**config.mk**
```make
export PLATFORM = sky130hd
export DESIGN_NAME = motor_pwm_driver
export DESIGN_NICKNAME = d
export VERILOG_FILES = /design/src/rtl/reflex_pkg.sv /design/src/rtl/pwm_gen.sv /design/src/rtl/motor_pwm_driver.sv
export SDC_FILE = /design/constraint.sdc
export NUM_CORES = 1
export LEC_CHECK = 0
export CORE_UTILIZATION = 35
export DETAILED_ROUTE_END_ITERATION = 8
export PLACE_DENSITY_LB_ADDON = 0.08
export REMOVE_ABC_BUFFERS = 1
export SLEW_MARGIN = 10
export SYNTH_ARGS = -nofsm -noshare
export SYNTH_HDL_FRONTEND = slang
export SYNTH_SLANG_ARGS = --single-unit
```
**constraint.sdc**
```tcl
create_clock -name clk -period 12.5 [get_ports clk]
set_input_delay 1.875 -clock clk [delete_from_list [all_inputs] [get_ports clk]]
set_output_delay 1.875 -clock clk [all_outputs]
set_load 0.01 [all_outputs]
```
**src/rtl/reflex_pkg.sv**
```systemverilog
// rtl/reflex_pkg.sv - shared torque types, drive state encodings and saturate/abs helpers
package reflex_pkg;

    localparam int TORQUE_W = 16;

    typedef enum logic [1:0] {
        DRV_IDLE     = 2'd0,
        DRV_RUN      = 2'd1,
        DRV_DEADTIME = 2'd2,
        DRV_FAULT    = 2'd3
    } drv_state_e;

    // Clamp a 17-bit signed value into [-mag, +mag]; mag = 0 yields 0.
    function automatic logic signed [TORQUE_W-1:0] sat_torque(
        input logic signed [TORQUE_W:0] v,
        input logic [TORQUE_W-2:0]      mag
    );
        logic signed [TORQUE_W:0] hi;
        logic signed [TORQUE_W:0] lo;
        logic signed [TORQUE_W:0] r;
        hi = $signed({2'b00, mag});
        lo = -hi;
        if (v > hi) begin
            r = hi;
        end else if (v < lo) begin
            r = lo;
        end else begin
            r = v;
        end
        return 16'(r);
    endfunction

    // Magnitude of a saturated torque; callers guarantee v != -32768.
    function automatic logic [TORQUE_W-2:0] abs_torque(input logic signed [TORQUE_W-1:0] v);
        logic [TORQUE_W-1:0] a;
        a = v[TORQUE_W-1] ? 16'(-v) : 16'(v);
        return 15'(a);
    endfunction

endpackage

```
**src/rtl/pwm_gen.sv**
```systemverilog
// rtl/pwm_gen.sv - free-running PWM counter, period strobe, magnitude latch and registered compare
module pwm_gen #(
    parameter int PWM_BITS = 8
) (
    input  logic        clk,
    input  logic        rst,
    input  logic        gate,
    input  logic        duty_clr,
    input  logic [14:0] mag_in,
    output logic        pb,
    output logic        pwm_out
);

    localparam int FRAC = 15 - PWM_BITS;

    logic [PWM_BITS-1:0] pwm_cnt;
    logic [14:0]         mag_reg;
    logic [14:0]         cnt_scaled;

    assign pb = (pwm_cnt == {PWM_BITS{1'b1}});

    // cnt < mag[14:FRAC] is evaluated as (cnt:all-ones) < mag so every magnitude bit is kept.
    assign cnt_scaled = (15'(pwm_cnt) << FRAC) | ~(15'h7FFF << FRAC);

    always_ff @(posedge clk or negedge rst) begin
        if (!rst) begin
            pwm_cnt <= '0;
            mag_reg <= '0;
            pwm_out <= 1'b0;
        end else begin
            pwm_cnt <= pwm_cnt + 1'b1;
            if (duty_clr) begin
                mag_reg <= '0;
            end else if (pb) begin
                mag_reg <= mag_in;
            end
            pwm_out <= gate && (cnt_scaled < mag_reg);
        end
    end

endmodule

```
**src/rtl/motor_pwm_driver.sv**
```systemverilog
// rtl/motor_pwm_driver.sv - torque command saturation, slew, reversal dead period, watchdog and PWM drive
module motor_pwm_driver
    import reflex_pkg::*;
#(
    parameter int PWM_BITS    = 8,
    parameter int WDOG_CYCLES = 65535
) (
    input  logic                       clk,
    input  logic                       rst,
    input  logic                       enable,
    input  logic [TORQUE_W-1:0]        cmd_in,
    input  logic                       cmd_valid,
    input  logic                       override_status,
    input  logic [15:0]                slew_step,
    input  logic [14:0]                max_mag,
    output logic                       pwm_out,
    output logic                       dir_out,
    output logic                       brake_out,
    output logic signed [TORQUE_W-1:0] cmd_applied,
    output logic                       fault_wdog,
    output logic [1:0]                 drv_state
);

    localparam logic [23:0] WDOG_LIM = 24'(WDOG_CYCLES);

    drv_state_e                 state, state_nxt;
    logic signed [TORQUE_W-1:0] target, cmd_sat, target_eff, slew_val, applied_nxt;
    logic                       dir_nxt;
    logic [23:0]                wdog_cnt;
    logic                       pb, wdog_exp, reversal;
    logic [16:0]                t17, a17, diff, adiff, step17, raw;
    logic [14:0]                mag_nxt;

    assign cmd_sat    = sat_torque($signed({cmd_in[TORQUE_W-1], cmd_in}), max_mag);
    assign target_eff = cmd_valid ? cmd_sat : target;
    assign wdog_exp   = (wdog_cnt >= WDOG_LIM) && !cmd_valid;

    // Slew candidate for this period boundary, computed at 17 bits to avoid overflow.
    always_comb begin
        t17    = {target_eff[TORQUE_W-1], target_eff};
        a17    = {cmd_applied[TORQUE_W-1], cmd_applied};
        diff   = t17 - a17;
        adiff  = diff[16] ? (17'd0 - diff) : diff;
        step17 = {1'b0, slew_step};
        if (override_status || (adiff <= step17)) begin
            raw = t17;
        end else if (diff[16]) begin
            raw = a17 - step17;
        end else begin
            raw = a17 + step17;
        end
        slew_val = sat_torque($signed(raw), max_mag);
        reversal = (slew_val != 0) && (cmd_applied != 0) &&
                   (slew_val[TORQUE_W-1] != cmd_applied[TORQUE_W-1]);
    end

    always_comb begin
        state_nxt   = state;
        applied_nxt = cmd_applied;
        dir_nxt     = dir_out;
        case (state)
            DRV_IDLE: begin
                if (enable && pb) begin
                    state_nxt = DRV_RUN;
                end
            end
            DRV_RUN, DRV_DEADTIME: begin
                if (wdog_exp) begin
                    state_nxt   = DRV_FAULT;
                    applied_nxt = '0;
                end else if (pb) begin
                    if (state == DRV_RUN && reversal) begin
                        state_nxt   = DRV_DEADTIME;
                        applied_nxt = '0;
                    end else begin
                        state_nxt   = DRV_RUN;
                        applied_nxt = slew_val;
                        dir_nxt     = slew_val[TORQUE_W-1];
                    end
                end
            end
            DRV_FAULT: begin
                applied_nxt = '0;
                if (enable && cmd_valid) begin
                    state_nxt = DRV_RUN;
                end
            end
        endcase
        if (!enable) begin
            state_nxt   = DRV_IDLE;
            applied_nxt = '0;
            dir_nxt     = 1'b0;
        end
    end

    always_ff @(posedge clk or negedge rst) begin
        if (!rst) begin
            state       <= DRV_IDLE;
            cmd_applied <= '0;
            dir_out     <= 1'b0;
            target      <= '0;
            wdog_cnt    <= '0;
        end else begin
            state       <= state_nxt;
            cmd_applied <= applied_nxt;
            dir_out     <= dir_nxt;
            if (cmd_valid) begin
                target <= cmd_sat;
            end
            if (cmd_valid || !(state == DRV_RUN || state == DRV_DEADTIME)) begin
                wdog_cnt <= '0;
            end else if (wdog_cnt != 24'hFF_FFFF) begin
                wdog_cnt <= wdog_cnt + 24'd1;
            end
        end
    end

    assign mag_nxt    = abs_torque(applied_nxt);
    assign brake_out  = (state == DRV_FAULT);
    assign fault_wdog = (state == DRV_FAULT);
    assign drv_state  = state;

    pwm_gen #(
        .PWM_BITS (PWM_BITS)
    ) u_pwm_gen (
        .clk      (clk),
        .rst      (rst),
        .gate     (state_nxt == DRV_RUN),
        .duty_clr ((state_nxt == DRV_IDLE) || (state_nxt == DRV_FAULT)),
        .mag_in   (mag_nxt),
        .pb       (pb),
        .pwm_out  (pwm_out)
    );

endmodule

```
==> metrics.md <==
| Metric | Value |
|---|---|
| Post-synthesis adder-cell area fraction | `15.0%` |
| Initial antenna violation count | `1` |
| First-pass GRT wire length | `72800 um` |
| Sequential fraction of design power | `10.5%` |
| Longest Clk Path Bufs | `2` |
| Post-synthesis sequential area ratio | `18.1%` |
| Post-Syn Area per Cell | `7.93 sq um` |
| Hold path depth | `1` |
| Combinational share of power | `78.2%` |
| Via Count | `12.7k` |
| Final worst-path cycle share | `112%` |
| DP Worst Slack | `-3.40 ns` |
| Largest net degree at the start of global routing | `68` |
| CP startpoint kind | `input pin` |
| Core Box Area | `29600 sq um` |
| Final WS setup | `-1.54 ns` |
| CTS tree | `done` |
| CP max stage cell | `or4_4` |
| Max Slew Vio Count | `0` |
| Filler-free cell count of the finished design | `2286` |
| Peak supply drop | `85.1 uV` |
| Max reg flops | `24` |
| Post-synthesis compound-gate area fraction | `27.3%` |
| Die Area | `30800 sq um` |
| Placer Congestion | `1.01` |
| Clk slew on worst S/H paths | `0.06 ns` |
| Post-Synth XOR/XNOR Area | `7.40%` |
| Kind of critical path | `input pin to flop` |
| Worst skew pair latency | `0.37 ns` |
| Crit Path Max Fanout | `7` |
| Maximum clock frequency | `0.0712 GHz` |
| HP Class | `flop to flop` |
| Chip Width | `175 um` |
| Number of synthesized register bits | `76` |
| Lkg Pwr | `7.68 nW` |
| Switching share of power | `44.6%` |
| Port Buffers | `73` |
| Area Growth Syn to Fin | `62.4%` |
| R2R depth | `44` |
| PwrDens | `145 nW/um^2` |
| CP Depth | `59` |
| H-tree levels | `3` |
| Buf/Inv on CP | `7` |
| Status | `finished with violations` |
| Vias in the first global route | `12.5k` |
| Layout cell share with drive strength beyond 1 | `41.3%` |
| Simple-gate share of the synthesized area | `23.7%` |
| Synthesized area | `10500 sq um` |
| TritonCTS Buffers | `9` |
| DRC | `0` |
| Biggest regs | `wdog_cnt (24), cmd_applied (16), target (16)` |
| Slew @ Worst Pin | `0.923 ns` |
| Worst path max stage delay | `0.58 ns` |
| Largest family of logic cells by synthesized area | `compound AO/OA/AOI/OAI gates` |
| Post-DR wirelength/cell | `21.0 um` |
| Detailed Route WL | `48100 um` |
| Post-DP HPWL | `39000 um` |
| Violated checks | `setup timing` |
| Via/cell ratio | `5.57` |
| Post-synth EDFFs | `0` |
| # IOs | `74` |
| Root buf cell | `clkbuf_16` |
| Hold slack final | `0.492 ns` |
| CP Data Required Time | `12.77 ns` |
| Synth warnings | `0` |
| Clk_skew | `0.00995 ns` |
| CP endpoint kind | `flop` |
| Tot GR Track Use | `31.2%` |
| Placed insts | `2187` |
| Initial Util | `35.5%` |
| # rows | `63` |
| # fillers | `2767` |
| Die height | `175 um` |
| Aggregate global routing overflow | `0` |
| Pwr Total | `2.48 mW` |
| Setup TNS | `-19.36 ns` |
| Max-cap violations | `0` |
| RSZ-0062 raised after global routing | `true` |
| Critical Path AT | `14.31 ns` |
| CP most frequent cell | `a21oi_1` |
| Cell count after synthesis | `1327` |
| Switching pwr | `1.11 mW` |
| Top delay family on crit path | `compound AO/OA/AOI/OAI gates` |
| Largest Register | `wdog_cnt` |
| Clock period minus worst slack | `14.04 ns` |
| Slew headroom | `38.5%` |
| Int Power | `1.38 mW` |
| Top_reg_cell synth | `dfrtp_1` |
| Clock sinks | `76` |
| Drt pass-1 iters | `5` |
| ANT nets after route | `0` |
| Mux cell area share after synthesis | `2.20%` |
| Clock share of power | `11.2%` |
| NumNets Final | `2066` |
| Synth cell types | `111` |
| Hold Fails Final Rpt | `0` |
| Ys async rst share | `100%` |
| Finish-stage setup viols | `28` |
| Starting DRC count in detailed routing | `914` |
-- per-layer routing --
layer  GRT usage, %  wire length (um)  vias to the layer above
met5              0                 0                        -
met4           9.67              1440                        0
met3           4.72              3310                       85
met2           50.3             21800                      419
met1           42.6             21500                     6124
li1               -                 -                     6103
-- cell families (layout without fill, tap and decap cells) --
group | after synthesis | count (layout)
multiplexers | 21 | 21
adder cells (fa/ha/maj) | 125 | 125
AND/OR/NAND/NOR | 485 | 485
buffers and inverters | 141 | 706
other | 0 | 2
AO/OA/AOI/OAI | 391 | 393
flip-flops | 76 | 76
XOR/XNOR | 88 | 88
-- power groups by stage --
stage	Clock [mW]	Sequential, mW	Combinational (mW)
3_3_place_gp	0	0.266	1.55
5_1_grt	0.291	0.262	2.07
3_5_place_dp	0	0.265	1.56
4_1_cts	0.285	0.261	1.76
2_1_floorplan	0	0.264	0.737
6_report	0.279	0.262	1.94
-- layout by cell type (no fill, tap or decap), drive strengths merged, types with 19 or more instances in the layout --
cell           count
nand2            116
ha               123
a21oi             66
xnor2             57
nor3              47
a21o              24
a211oi            19
nor4              19
inv               93
o21ai             82
clkdlybuf4s50     61
a31oi             24
nand4             26
xor2              31
nand3             47
buf              534
o21a              21
o211ai            20
dfrtp             76
nor2             110
-- synth_stat cells (6+ instances only) --
cell | instances | area share (%)
o31ai_1 | 11 | 0.78
dfrtp_1 | 76 | 18
and4_1 | 6 | 0.50
buf_2 | 8 | 0.38
a211oi_1 | 18 | 1.3
a21oi_1 | 64 | 3.0
nor3_1 | 47 | 2.2
and3_1 | 15 | 0.89
mux2i_1 | 13 | 1.2
inv_1 | 91 | 3.2
o21a_1 | 20 | 1.4
a31oi_1 | 24 | 1.4
buf_4 | 7 | 0.50
xor2_1 | 31 | 2.6
nor2b_1 | 17 | 1.0
mux2_2 | 7 | 0.75
o21ai_1 | 8 | 0.38
ha_1 | 123 | 15
or4_1 | 6 | 0.43
o211ai_1 | 19 | 1.4
nand3b_1 | 6 | 0.43
o21bai_1 | 6 | 0.43
nand4_1 | 26 | 1.5
nor2_1 | 109 | 3.9
nor4_1 | 14 | 0.83
buf_6 | 10 | 1.1
o2111ai_1 | 8 | 0.67
o21ai_0 | 69 | 3.3
or2_2 | 7 | 0.42
o221ai_1 | 11 | 0.92
xnor2_1 | 56 | 4.7
nand2b_1 | 16 | 0.95
and2_1 | 15 | 0.89
nand3_1 | 46 | 2.2
or3_1 | 9 | 0.54
a21o_1 | 24 | 1.7
clkbuf_1 | 20 | 0.71
nand2_1 | 115 | 4.1
a211o_1 | 6 | 0.50
-- worst reg2reg max path: cells and delay by family (launching register included) --
kind | cells | cell delay, ns
AO/OA/AOI/OAI | 16 | 3.36
AND/OR/NAND/NOR | 14 | 3.09
adder cells (fa/ha/maj) | 4 | 1.17
multiplexers | 4 | 1.05
buffers and inverters | 5 | 0.77
flip-flops | 1 | 0.36
XOR/XNOR | 1 | 0.08
-- metrics by stage --
| step | instance area, sq um | utilization, % |
|---|---|---|
| floorplan | 10200 | - |
| global placement | 14800 | 49.8 |
| detailed placement | 14800 | 49.8 |
| CTS | 16300 | 54.9 |
| global route | 17100 | 57.6 |
| finish | 17100 | 57.6 |
-- path summary, 6_finish.rpt --
path | from | to | slack, ns
worst max-delay path | max_mag[5] | u_pwm_gen.mag_reg[11]$_DFFE_PN0P_ | -1.54
worst min-delay path | u_pwm_gen.pwm_cnt[0]$_DFF_PN0_ | u_pwm_gen.pwm_cnt[0]$_DFF_PN0_ | 0.49
worst max register to register | target[10]$_DFF_PN0_ | u_pwm_gen.mag_reg[11]$_DFFE_PN0P_ | 2.54
worst min register to register | u_pwm_gen.pwm_cnt[0]$_DFF_PN0_ | u_pwm_gen.pwm_cnt[0]$_DFF_PN0_ | 0.49
max in group asynchronous | rst | cmd_applied[13]$_DFF_PN0_ | 10.05
min in group asynchronous | rst | wdog_cnt[12]$_DFFE_PN0P_ | 1.32
-- final cells by class --
cell class	instances	area [sq um]	share of cell area (%)
Multi-Input combinational cell	1112	9270	54.2
Timing Repair Buffer	598	4780	28.0
Sequential cell	76	1900	11.1
Tap cell	390	488	2.86
Inverter	92	345	2.02
Clock buffer	10	229	1.34
Clock inverter	6	71.3	0.417
Antenna cell	2	5.00	0.0293
-- repair_timing --
item                                   CTS  global route
setup endpoints to repair               28            28
cloned                                   2             0
pin swaps                               78           107
setup buffers                           57            36
resized for setup                      231           109
hold buffers                             0             0
endpoints found under the hold margin    0             0
Note: power is estimated with default switching activity, not from simulation.
